### src/rtl/mem_test_pkg.sv
// Shared types and default sizing for the memory test sequencer.
package mem_test_pkg;

    localparam int DEF_AW        = 16;
    localparam int DEF_DW        = 16;
    localparam int DEF_BURST_MAX = 10;

    typedef enum logic [2:0] {
        ST_ADDR,
        ST_DATA,
        ST_LEN,
        ST_WRITE,
        ST_READ,
        ST_DONE
    } state_t;

endpackage

### src/rtl/mem_test_addr_gen.sv
// Burst index counter producing base+idx address, seed+idx pattern and last-beat flag.
module mem_test_addr_gen #(
    parameter int AW = 16,
    parameter int DW = 16,
    parameter int CW = 4
) (
    input  logic          clk,
    input  logic          rst,
    input  logic          i_clr,
    input  logic          i_inc,
    input  logic [AW-1:0] i_base,
    input  logic [DW-1:0] i_seed,
    input  logic [CW-1:0] i_len,
    output logic [AW-1:0] o_addr,
    output logic [DW-1:0] o_wdata,
    output logic          o_last
);

    logic [CW-1:0] r_idx;

    always_ff @(posedge clk or negedge rst) begin
        if (!rst)       r_idx <= '0;
        else if (i_clr) r_idx <= '0;
        else if (i_inc) r_idx <= r_idx + 1'b1;
    end

    // Sums wrap naturally at the destination width.
    assign o_addr  = i_base + AW'(r_idx);
    assign o_wdata = i_seed + DW'(r_idx);
    assign o_last  = (r_idx == i_len - 1'b1);

endmodule

### src/rtl/mem_test_seq.sv
// Operator-driven write-then-readback memory burst sequencer.
// Define MEM_TEST_SEQ_CHECK_EN to add readback compare outputs err_cnt/err_flag.
module mem_test_seq
    import mem_test_pkg::*;
#(
    parameter  int AW        = DEF_AW,
    parameter  int DW        = DEF_DW,
    parameter  int BURST_MAX = DEF_BURST_MAX,
    localparam int CW        = $clog2(BURST_MAX + 1),
    localparam int SW        = (AW > DW) ? AW : DW
) (
    input  logic          clk,
    input  logic          rst,
    input  logic [SW-1:0] sw_in,
    input  logic          step,
    output logic [AW-1:0] mem_addr,
    output logic [DW-1:0] mem_wdata,
    output logic          mem_we,
    output logic          mem_re,
    input  logic          mem_ack,
    input  logic [DW-1:0] mem_rdata,
    output logic          busy,
`ifdef MEM_TEST_SEQ_CHECK_EN
    output logic [CW-1:0] err_cnt,
    output logic          err_flag,
`endif
    output logic          done
);

    state_t        r_state, w_next;
    logic [AW-1:0] r_base;
    logic [DW-1:0] r_seed;
    logic [CW-1:0] r_len;
    logic [CW-1:0] w_len_raw, w_len_sat;
    logic          w_cap_base, w_cap_seed, w_cap_len;
    logic          w_last, w_clr, w_inc;
    logic [DW-1:0] w_wdata;

    assign w_len_raw = sw_in[CW-1:0];

    always_comb begin
        w_len_sat = w_len_raw;
        if (w_len_raw == '0)                    w_len_sat = CW'(1);
        else if (w_len_raw > CW'(BURST_MAX))    w_len_sat = CW'(BURST_MAX);
    end

    always_ff @(posedge clk or negedge rst) begin
        if (!rst) r_state <= ST_ADDR;
        else      r_state <= w_next;
    end

    always_comb begin
        w_next     = r_state;
        mem_we     = 1'b0;
        mem_re     = 1'b0;
        busy       = 1'b0;
        done       = 1'b0;
        w_cap_base = 1'b0;
        w_cap_seed = 1'b0;
        w_cap_len  = 1'b0;
        case (r_state)
            ST_ADDR: if (step) begin w_cap_base = 1'b1; w_next = ST_DATA; end
            ST_DATA: if (step) begin w_cap_seed = 1'b1; w_next = ST_LEN;  end
            ST_LEN:  if (step) begin w_cap_len  = 1'b1; w_next = ST_WRITE; end
            ST_WRITE: begin
                mem_we = 1'b1;
                busy   = 1'b1;
                if (mem_ack && w_last) w_next = ST_READ;
            end
            ST_READ: begin
                mem_re = 1'b1;
                busy   = 1'b1;
                if (mem_ack && w_last) w_next = ST_DONE;
            end
            ST_DONE: begin
                done = 1'b1;
                if (step) w_next = ST_ADDR;
            end
            default: w_next = ST_ADDR;
        endcase
    end

    always_ff @(posedge clk or negedge rst) begin
        if (!rst) begin
            r_base <= '0;
            r_seed <= '0;
            r_len  <= CW'(1);
        end else begin
            if (w_cap_base) r_base <= sw_in[AW-1:0];
            if (w_cap_seed) r_seed <= sw_in[DW-1:0];
            if (w_cap_len)  r_len  <= w_len_sat;
        end
    end

    // Index restarts for the read pass and again at the next burst.
    assign w_inc = busy & mem_ack;
    assign w_clr = w_cap_len | (w_inc & w_last);

    mem_test_addr_gen #(.AW(AW), .DW(DW), .CW(CW)) u_gen (
        .clk     (clk),
        .rst     (rst),
        .i_clr   (w_clr),
        .i_inc   (w_inc),
        .i_base  (r_base),
        .i_seed  (r_seed),
        .i_len   (r_len),
        .o_addr  (mem_addr),
        .o_wdata (w_wdata),
        .o_last  (w_last)
    );

    assign mem_wdata = w_wdata;

`ifdef MEM_TEST_SEQ_CHECK_EN
    logic [CW-1:0] r_err_cnt;
    logic          r_err_flag;

    always_ff @(posedge clk or negedge rst) begin
        if (!rst) begin
            r_err_cnt  <= '0;
            r_err_flag <= 1'b0;
        end else if (w_cap_len) begin
            r_err_cnt  <= '0;
            r_err_flag <= 1'b0;
        end else if (mem_re && mem_ack && (mem_rdata != w_wdata)) begin
            r_err_flag <= 1'b1;
            if (r_err_cnt != CW'(BURST_MAX)) r_err_cnt <= r_err_cnt + 1'b1;
        end
    end

    assign err_cnt  = r_err_cnt;
    assign err_flag = r_err_flag;
`endif

endmodule
### config.mk
export PLATFORM = sky130hd
export DESIGN_NAME = mem_test_seq
export DESIGN_NICKNAME = d
export VERILOG_FILES = /design/src/rtl/mem_test_pkg.sv /design/src/rtl/mem_test_addr_gen.sv /design/src/rtl/mem_test_seq.sv
export SDC_FILE = /design/constraint.sdc
export NUM_CORES = 1
export LEC_CHECK = 0
export ABC_AREA = 1
export CAP_MARGIN = 20
export CELL_PAD_IN_SITES_DETAIL_PLACEMENT = 1
export CELL_PAD_IN_SITES_GLOBAL_PLACEMENT = 1
export CORE_MARGIN = 2
export CORE_UTILIZATION = 37
export DETAILED_ROUTE_END_ITERATION = 10
export GPL_TIMING_DRIVEN = 0
export PLACE_DENSITY_LB_ADDON = 0.1
export SYNTH_ARGS = -nofsm -noshare
export SYNTH_HDL_FRONTEND = slang
export SYNTH_SLANG_ARGS = --single-unit
### constraint.sdc
create_clock -name clk -period 5.7 [get_ports clk]
set_input_delay 0.57 -clock clk [delete_from_list [all_inputs] [get_ports clk]]
set_output_delay 0.57 -clock clk [all_outputs]
set_load 0.01 [all_outputs]
==> run_results.csv <==
group,metric,value,unit
run_status,outcome,"finished clean",
logic_synthesis,synth_async_sr_flop_share,1.000,
timing,slew_violations,0,
timing,relSlewSlack,0.7159,
critical_path,crit_path_frequent_cell,"nand2_1",
cts,hold_buffers,0,
cells_and_area,fin_util,0.4844,
logic_synthesis,synth_top_family_by_area,"simple AND/OR/NAND/NOR gates",
routing,wl_per_cell,13.91,microns
pwr,power_density,491.0,nW/um^2
logic_synthesis,ys_types,24,
logic_synthesis,synth_area_leader_cell,"dfrtp_1",
logic_synthesis,synth_edf_count,0,
pwr,leakage,0.001739,uW
floorplanning,dieWidth,89.47,microns
cells_and_area,final_cell_mix,"nand2_1 (112), inv_1 (55), clkdlybuf4s50_1 (54), dfrtp_1 (42), o21ai_0 (38)",
cts,cts_setup_buffers,0,
floorplanning,die_y,89.47,microns
timing,hold_viol_final,0,
routing,dr.pass1.iters,2,
grt,grt_first_pass_wirelength,11960,microns
logic_synthesis,syn_nets,415,
cts,clkLatencyLatePin,0.29,ns
cts,cts.sinks,43,
floorplanning,io_pins,72,
timing,timing.fmax,0.2938,GHz
logic_synthesis,muxShareOfSynthArea,0,
grt,antenna_found_initial,0,
cts,cts_resized,0,
cells_and_area,final_common_cell,"nand2_1",
cts,htree_levels,2,
cells_and_area,fillers,936,
cells_and_area,final_nets,478,
routing,drc_errors,0,
min_path,worst_hold_path_type,"input pin to async pin",
cells_and_area,syn_to_final_growth,28.61,%
routing,viasPerCell,4.862,
cts,cts_buffer_depth,2,
logic_synthesis,synth_top_area_share,0.3889,
cts,clkSlewWorstSetupHoldPaths,0.09,ns
logic_synthesis,synth_compound_area_frac,0.09954,
critical_path,crit_required,5.13,ns
routing,wirelength,7370,microns
critical_path,arrival,2.83,ns
place,gp_congestion,0.8285,
floorplanning,core,7176,sq um
logic_synthesis,ys_warn_count,0,
routing,dr_total_vias,2577,
logic_synthesis,syn_area_per_cell,7.364,sq um
critical_path,cp-end-kind,"primary output",
flow_run,maxCapViolCount,0,
critical_path,critical_path_peak_fanout,7,
logic_synthesis,synthSimpleGateAreaFrac,0.2657,
critical_path,crit_family,"buffers and inverters",
timing,setup_tns,0,ns
logic_synthesis,synthAdderAreaFrac,0.06111,
grt,grt_overflow,0,
timing,rsz0062_at_grt,"false",
cells_and_area,diodes,0,
critical_path,cp-start-kind,"flop",
cells_and_area,seq_area,1077,sq um
critical_path,crit_type,"flop to primary output",
timing,period_share,0.5971,
logic_synthesis,synth-seq-area-share,0.3986,
timing,final-setup-viol-count,0,
critical_path,critPathBufInv,2,
logic_synthesis,synthCells,367,
grt,grt_pass1_vias,2581,
timing,fin_skew,0.01053,ns
logic_synthesis,netlist_area,2703,sq um
timing,period_needed,3.403,ns
grt,grt_max_degree,31,
logic_synthesis,synthTopCellsByArea,"dfrtp_1 (39%), nand2_1 (16%), inv_1 (7.6%)",
routing,initialDrtViolationCount,90,
routing,postRouteAntennaNets,0,
cells_and_area,multi_input_area,1389,sq um
floorplanning,rows,31,
critical_path,cpMaxStageDelayCell,"clkdlybuf4s50_1",
cts,cts-root-buf,"clkbuf_8",
place,dp_hpwl,5912,microns
cts,numCtsBuffers,5,
cells_and_area,drive_gt1_frac,0.04176,
floorplanning,initial_core_util,0.3766,
logic_synthesis,synth-xor-area-share,0.08750,
grt,track_usage,0.1934,
logic_synthesis,ys_ff_latch,43,
pwr,vdd_drop_max,0.2568,mV
timing,worstMarginPinSlew,0.4262,ns
logic_synthesis,ys.flop_type,"dfrtp_1",
critical_path,cpPeakStageDelay,0.55,ns
place,numPortBuffers,55,
critical_path,path_cells,"inv_1, fa_1, o21ai_2, nand2_1, nor2_1, nand2_1, xnor2_1, clkdlybuf4s50_1",
floorplanning,fp.dieArea,8004,sq um
cts,tritoncts,"built",
logic make-up (layout without fill, tap and decap cells):
| logic type | Yosys count | in the layout |
|---|---|---|
| adders and majority gates | 12 | 12 |
| buffers and inverters | 62 | 126 |
| AOI/OAI and AO/OA | 51 | 51 |
| and+or+nand+nor | 172 | 172 |
| xor gates and xnor gates | 27 | 27 |
| DFF | 43 | 43 |
area by class of cell:
cell class	count	share of cell area
Clock buffer	5	0.01980
Timing Repair Buffer	56	0.1627
Clock inverter	3	0.004320
Multi-Input combinational cell	262	0.3996
Sequential cell	43	0.3099
Buffer	6	0.007559
Tap cell	99	0.03564
Inverter	56	0.06048
final timing paths:
path	from	endpoint	slack (ns)	cells past startpoint
max	u_gen.r_idx[1]	mem_wdata[12]	2.30	8
min	rst	r_base[1]	0.19	1
min reg2reg	r_len[1]	r_len[1]	0.49	2
max reg2reg	r_len[0]	r_state[0]	3.87	12
min in group clk	r_len[1]	r_len[1]	0.49	2
max in group asynchronous	rst	r_len[0]	4.94	2
metrics by stage:
| step | std cells | hold WS, ns | instance area, sq um | setup WS, ns | power [uW] |
|---|---|---|---|---|---|
| after floorplan | 367 | 0.2744 | 2703 | 3.370 | 1092 |
| after global placement | 521 | 0.4730 | 3377 | 2.660 | 1501 |
| after detailed placement | 522 | 0.4756 | 3392 | 2.573 | 1533 |
| after CTS | 530 | 0.1931 | 3476 | 2.246 | 1729 |
| after global routing | 530 | 0.2065 | 3476 | 2.140 | 1869 |
| final | 530 | 0.1852 | 3476 | 2.297 | 1707 |
metal layers:
layer  track usage  vias up  wire length (microns)
met2        0.3556       31                   3858
met4       0.03256        0                     43
met5             0        -                      0
met1        0.2399     1259                   3306
li1              -     1283                      -
met3       0.03324        4                    161
flip-flops by register name, indices dropped and copies added (netlist names):
register and count:
r_seed 16, r_state 3, u_gen.r_idx 4, r_len 4, r_base 16
power breakdown:
group	switching [uW]	internal, uW	total, uW
Combinational	467	447	914
Sequential	159	442	601
Clock	108	84.1	192
Total	734	973	1710
synth_stat cells, types with 2 or more instances:
library cell    n
ha_1           10
inv_1          55
clkbuf_1        3
o21ai_2         2
xnor2_1         9
nand3_1        16
xor2_1         18
fa_1            2
nor4_1          2
nand4_1         7
nor2_1         22
dfrtp_1        42
nand2_1       112
nand3b_1        5
nor3_1          7
a21oi_1         8
buf_2           3
o21ai_0        38
Power figures use the tool's default switching activity.
